<file path="src/rtl/ysyx_22040750_trap_ctrl_pkg.sv">
// Shared constants for the trap sequencer: CSR addresses, mcause codes,
// mtvec mode encodings and the sequencer state encoding.
package ysyx_22040750_trap_ctrl_pkg;

  localparam logic [11:0] CsrMstatus  = 12'h300;
  localparam logic [11:0] CsrMtvec    = 12'h305;
  localparam logic [11:0] CsrMscratch = 12'h340;
  localparam logic [11:0] CsrMepc     = 12'h341;
  localparam logic [11:0] CsrMcause   = 12'h342;

  localparam logic [63:0] McauseEcallM = 64'hb;
  localparam logic [63:0] McauseMtimer = 64'h8000_0000_0000_0007;

  localparam logic [1:0] MtvecDirect   = 2'b00;
  localparam logic [1:0] MtvecVectored = 2'b01;

  typedef enum logic {
    StIdle     = 1'b0,
    StRedirect = 1'b1
  } trap_state_e;

endpackage

</file>
<file path="src/rtl/ysyx_22040750_trap_ctrl_trap_target.sv">
// Trap target PC from the CSR read value: aligned base, plus 4*cause for
// vectored interrupts. Reserved mtvec modes fall back to direct.
module ysyx_22040750_trap_target
  import ysyx_22040750_trap_ctrl_pkg::*;
#(
  parameter int unsigned PC_W = 32
) (
  input  logic            is_irq,
  input  logic [PC_W-1:0] mtvec,
  input  logic [PC_W-3:0] cause_code,
  output logic [PC_W-1:0] target
);

  logic [PC_W-1:0] base;
  logic [PC_W-1:0] vec_off;

  always_comb begin
    base    = {mtvec[PC_W-1:2], 2'b00};
    vec_off = {cause_code, 2'b00};
    if (is_irq && (mtvec[1:0] == MtvecVectored)) begin
      target = base + vec_off;
    end else begin
      target = base;
    end
  end

endmodule

</file>
<file path="src/rtl/ysyx_22040750_trap_ctrl.sv">
// Trap sequencer at MEM/WB: decodes ecall/mret/timer irq, drives the CSR
// strobes, latches the redirect target and holds flush until fetch accepts.
module ysyx_22040750_trap_ctrl
  import ysyx_22040750_trap_ctrl_pkg::*;
#(
  parameter int unsigned      PC_W          = 32,
  parameter int unsigned      XLEN          = 64,
  parameter logic [XLEN-1:0]  CAUSE_ECALL_M = McauseEcallM,
  parameter logic [XLEN-1:0]  CAUSE_MTIMER  = McauseMtimer
) (
  input  logic            I_sys_clk,
  input  logic            I_rst,
  input  logic            I_wb_valid,
  input  logic            I_wb_ecall,
  input  logic            I_wb_mret,
  input  logic [PC_W-1:0] I_wb_pc,
  input  logic [PC_W-1:0] I_wb_next_pc,
  input  logic            I_timer_irq,
  input  logic            I_csr_mie,
  input  logic            I_csr_mtie,
  input  logic [XLEN-1:0] I_csr_rd_data,
  output logic            O_csr_intr_wr,
  output logic            O_csr_intr_rd,
  output logic            O_csr_mret_wr,
  output logic            O_csr_mret_rd,
  output logic [PC_W-1:0] O_intr_pc,
  output logic [XLEN-1:0] O_intr_no,
  output logic            O_flush,
  output logic            O_redirect_valid,
  output logic [PC_W-1:0] O_redirect_pc,
  input  logic            I_redirect_ready
);

  trap_state_e     state_q, state_d;
  logic [PC_W-1:0] redirect_pc_q, redirect_pc_d;
  logic            decode_en;
  logic            take_ecall, take_mret, take_irq, take_any;
  logic [PC_W-1:0] target;
  logic            unused_rd_hi;

  assign unused_rd_hi = ^I_csr_rd_data[XLEN-1:PC_W];

  // Events are only seen at a commit boundary while not already redirecting.
  assign decode_en  = (state_q == StIdle) && I_wb_valid;
  assign take_ecall = decode_en && I_wb_ecall;
  assign take_mret  = decode_en && I_wb_mret && !I_wb_ecall;
  assign take_irq   = decode_en && I_timer_irq && I_csr_mie && I_csr_mtie &&
                      !I_wb_ecall && !I_wb_mret;
  assign take_any   = take_ecall || take_mret || take_irq;

  // The interrupted instruction has completed, so mepc is its successor.
  assign O_intr_no     = take_irq ? CAUSE_MTIMER : CAUSE_ECALL_M;
  assign O_intr_pc     = take_irq ? I_wb_next_pc : I_wb_pc;
  assign O_redirect_pc = redirect_pc_q;

  ysyx_22040750_trap_target #(
    .PC_W (PC_W)
  ) u_trap_target (
    .is_irq     (take_irq),
    .mtvec      (I_csr_rd_data[PC_W-1:0]),
    .cause_code (CAUSE_MTIMER[PC_W-3:0]),
    .target     (target)
  );

  always_comb begin
    state_d          = state_q;
    redirect_pc_d    = redirect_pc_q;
    O_csr_intr_wr    = 1'b0;
    O_csr_intr_rd    = 1'b0;
    O_csr_mret_wr    = 1'b0;
    O_csr_mret_rd    = 1'b0;
    O_flush          = 1'b0;
    O_redirect_valid = 1'b0;
    unique case (state_q)
      StIdle: begin
        if (take_ecall || take_irq) begin
          O_csr_intr_wr = 1'b1;
          O_csr_intr_rd = 1'b1;
        end
        if (take_mret) begin
          O_csr_mret_wr = 1'b1;
          O_csr_mret_rd = 1'b1;
        end
        if (take_any) begin
          O_flush       = 1'b1;
          state_d       = StRedirect;
          redirect_pc_d = target;
        end
      end
      StRedirect: begin
        O_flush          = 1'b1;
        O_redirect_valid = 1'b1;
        if (I_redirect_ready) begin
          state_d = StIdle;
        end
      end
      default: state_d = StIdle;
    endcase
  end

  always_ff @(posedge I_sys_clk) begin
    if (I_rst) begin
      state_q       <= StIdle;
      redirect_pc_q <= '0;
    end else begin
      state_q       <= state_d;
      redirect_pc_q <= redirect_pc_d;
    end
  end

endmodule

</file>
<file path="config.mk">
export PLATFORM = sky130hd
export DESIGN_NAME = ysyx_22040750_trap_ctrl
export DESIGN_NICKNAME = d
export VERILOG_FILES = /design/src/rtl/ysyx_22040750_trap_ctrl_pkg.sv /design/src/rtl/ysyx_22040750_trap_ctrl_trap_target.sv /design/src/rtl/ysyx_22040750_trap_ctrl.sv
export SDC_FILE = /design/constraint.sdc
export NUM_CORES = 1
export LEC_CHECK = 0
export CAP_MARGIN = 10
export CORE_MARGIN = 1.5
export CORE_UTILIZATION = 25
export CTS_CLUSTER_SIZE = 30
export DETAILED_ROUTE_END_ITERATION = 16
export PLACE_DENSITY = 0.64
export SLEW_MARGIN = 5
export SYNTH_ARGS = -nofsm -noshare
export SYNTH_HDL_FRONTEND = slang
export SYNTH_SLANG_ARGS = --single-unit
</file>
<file path="constraint.sdc">
create_clock -name I_sys_clk -period 2.4 [get_ports I_sys_clk]
set_input_delay 0.48 -clock I_sys_clk [delete_from_list [all_inputs] [get_ports I_sys_clk]]
set_output_delay 0.48 -clock I_sys_clk [all_outputs]
set_load 0.005 [all_outputs]
</file>
==> impl_metrics.toml <==
[job]
maxCapViolCount = 0

[hold_path]
hold_path_class = "reg2reg"

[place]
gp_congestion = 0.9650
dp_hpwl_um = 9087
numPortBuffers = 175
pre_cts_slack_ns = -0.5616

[die]
die_area_mm2 = 0.01235
die_w_um = 111.1
io_pins = 271
rows = 39
start_util_pct = 25.60
core_mm2 = 0.01142
fp.dieH_um = 111.1

[timing]
finalHoldViolations = 0
slew_viol_final = 0
setup_slack_ns = 0.03470
fin_crit_sh_pct = 98.55
post-route-min-period_ns = 2.365
rsz0062_at_grt = "false"
hold_ws_ns = 0.4710
clock-skew-final_ns = 0.007019
setup_viol = 0
tns_ns = 0
fmax_mhz = 422.8

[finish]
final_core_util_pct = 44.02
drive_gt1_share_pct = 23.12
syn2layout_area_growth_pct = 71.96
fin_nets = 695
diodes = 0
num-fill-cells = 1149

[detailed_routing]
routed_via_density = 4.755
vias = 3333
drt-total-wl_um = 11040
drcViolationCount = 0
firstDrtPassIters = 4
drt_iter0_markers = 202
antenna_left = 0
wl_per_cell_um = 15.75

[synth]
ys.flop_type = "dfxtp_1"
async_flop_share_pct = 0
yosys.area.top_type = "dfxtp_1"
syn_avg_cell_area_um2 = 8.327
synthCells = 351
ys_warn_count = 0
yosys-top-cells-area = "dfxtp_1 (21%), buf_4 (17%), mux2_2 (9.6%)"
synth_edf_count = 0
yosys_register_bits = 31
synth_top_area_share_pct = 21.23
yosysMostFrequentCell = "buf_4"
yosysSeqAreaShare_pct = 21.23
synth.distinct_cells = 46
netlist_area_mm2 = 0.002923
synth_common_cells = "buf_4 (67), dfxtp_1 (31), mux2_2 (25), nor2_1 (25), a311oi_1 (18)"

[worst_setup_path]
critPathKind = "in2out"
cp_common_cell = "buf_12"
cp_num_buf_inv = 5
r2r_slack_ns = 0.61
slowest_stage = "mux2_1"
path_cells = "clkdlybuf4s15_1 > and4b_1 > and2_4 > inv_6 > buf_12 > buf_12 > mux2_1 > buf_2"
end_kind = "output pin"
cp_data_required_time_ns = 1.92
cp_max_fo = 8
critPathArrivalTime_ns = 1.89
critical-path-top-delay-family = "buffers and inverters"
startpoint_type = "input pin"
cp_slowest_stage_delay_ns = 0.33

[pwr]
power_density_mw_per_mm2 = 369.5
p_leak_nw = 2.059
ir_worst_vdd_uv = 248.0

[cts]
ctsHtreeMaxLevel = 2
insertion_delay_ns = 0.28
path_clk_slew_ns = 0.05
ctsHoldBuffers = 0
cts_tree = "done"
cts.sinks = 31
cts_buffer_depth = 2
cts_buffers = 5
clockRootBuffer = "clkbuf_16"

[global_routing]
met3_usage_pct = 3.499
grt_pass1_wl_um = 16950
gr-usage-met1_pct = 22.05
grt.total_usage_pct = 17.27
grt_max_degree = 36
grt_pass1_vias = 3108
grt-busiest-layer = "met2"
overflow = 0
grt_antenna_before_repair = 0
grt_use_met2_pct = 29.42

[run_status]
status = "complete, no violations"
==> final cells by class <==
type / instances / area [um2] / share of cell area, %
Tap cell: 143 / 178.9 / 3.560
Inverter: 9 / 38.79 / 0.7717
Clock buffer: 8 / 156.4 / 3.112
Sequential cell: 31 / 620.6 / 12.35
Multi-Input combinational cell: 280 / 1908 / 37.96
Timing Repair Buffer: 230 / 2123 / 42.25
==> stage by stage <==
step	total power, W	cell area (um2)	cells
after floorplan	0.0008651	3152	412
after global placement	0.001222	4858	685
after detailed placement	0.001229	4858	685
after CTS	0.001887	5147	702
after global routing	0.001950	5026	701
final	0.001857	5026	701
==> cells by family (layout without fill, tap and decap cells) <==
group                      Yosys count  count (layout)  share of synthesized area [%]
and+or+nand+nor                    124             124                          26.71
buffers and inverters              101             247                          22.43
AOI/OAI and AO/OA                   57              57                          15.71
muxes                               32              32                          12.33
DFF                                 31              31                          21.23
xor gates and xnor gates             3               3                         0.8991
other                                2              63                         0.2569
adders and majority gates            1               1                         0.4280
==> per-layer routing <==
metal / share of wire (%) / vias to the layer above / routed length, um
li1: - / 1617 / -
met1: 43 / 1522 / 4759
met3: 7.8 / 16 / 859
met2: 47 / 178 / 5207
met4: 2.0 / 0 / 216
met5: 0 / - / 0
==> path summary, 6_finish.rpt <==
| kind | endpoint | from | cells past startpoint |
|---|---|---|---|
| worst max-delay path | O_intr_pc[27] | I_csr_mie | 8 |
| worst min-delay path | O_redirect_pc[3] | O_redirect_pc[3] | 2 |
| worst max register to register | O_redirect_pc[10] | state_q | 6 |
| worst min register to register | O_redirect_pc[3] | O_redirect_pc[3] | 2 |
==> state kept, by name (all words and copies together) (netlist names) <==
name	flops
state_q	1
O_redirect_pc	30
==> repair_timing <==
action                                  in CTS  in global routing
setup buffers                                7                  1
endpoints found under the setup margin      40                 26
pin swaps                                    3                  1
cloned                                       2                  0
gates resized for setup                    109                 24
==> tightest hold or removal path: cells and delay by family, from the launching register on <==
family | cells | cell delay, ns
AOI/OAI and AO/OA | 1 | 0.05
DFF | 1 | 0.32
and+or+nand+nor | 1 | 0.06
==> layout by cell type (no fill, tap or decap), types with 17 or more instances in the layout <==
cell type        netlist  layout
a311oi_1              18      18
nor2_1                25      24
dfxtp_1               31      31
mux2_2                25      24
clkdlybuf4s50_1        0     135
clkbuf_2               0      17
buf_4                 67      48
or4_1                 17      17
conb_1                 2      63
==> where the power goes <==
group	internal [W]	total (W)	switching, W
sequential	0.000559	0.000583	0.0000243
clock	0.000441	0.000654	0.000214
combinational	0.000375	0.000620	0.000244
total	0.00137	0.00186	0.000483
Note: power is estimated with default switching activity, not from simulation.
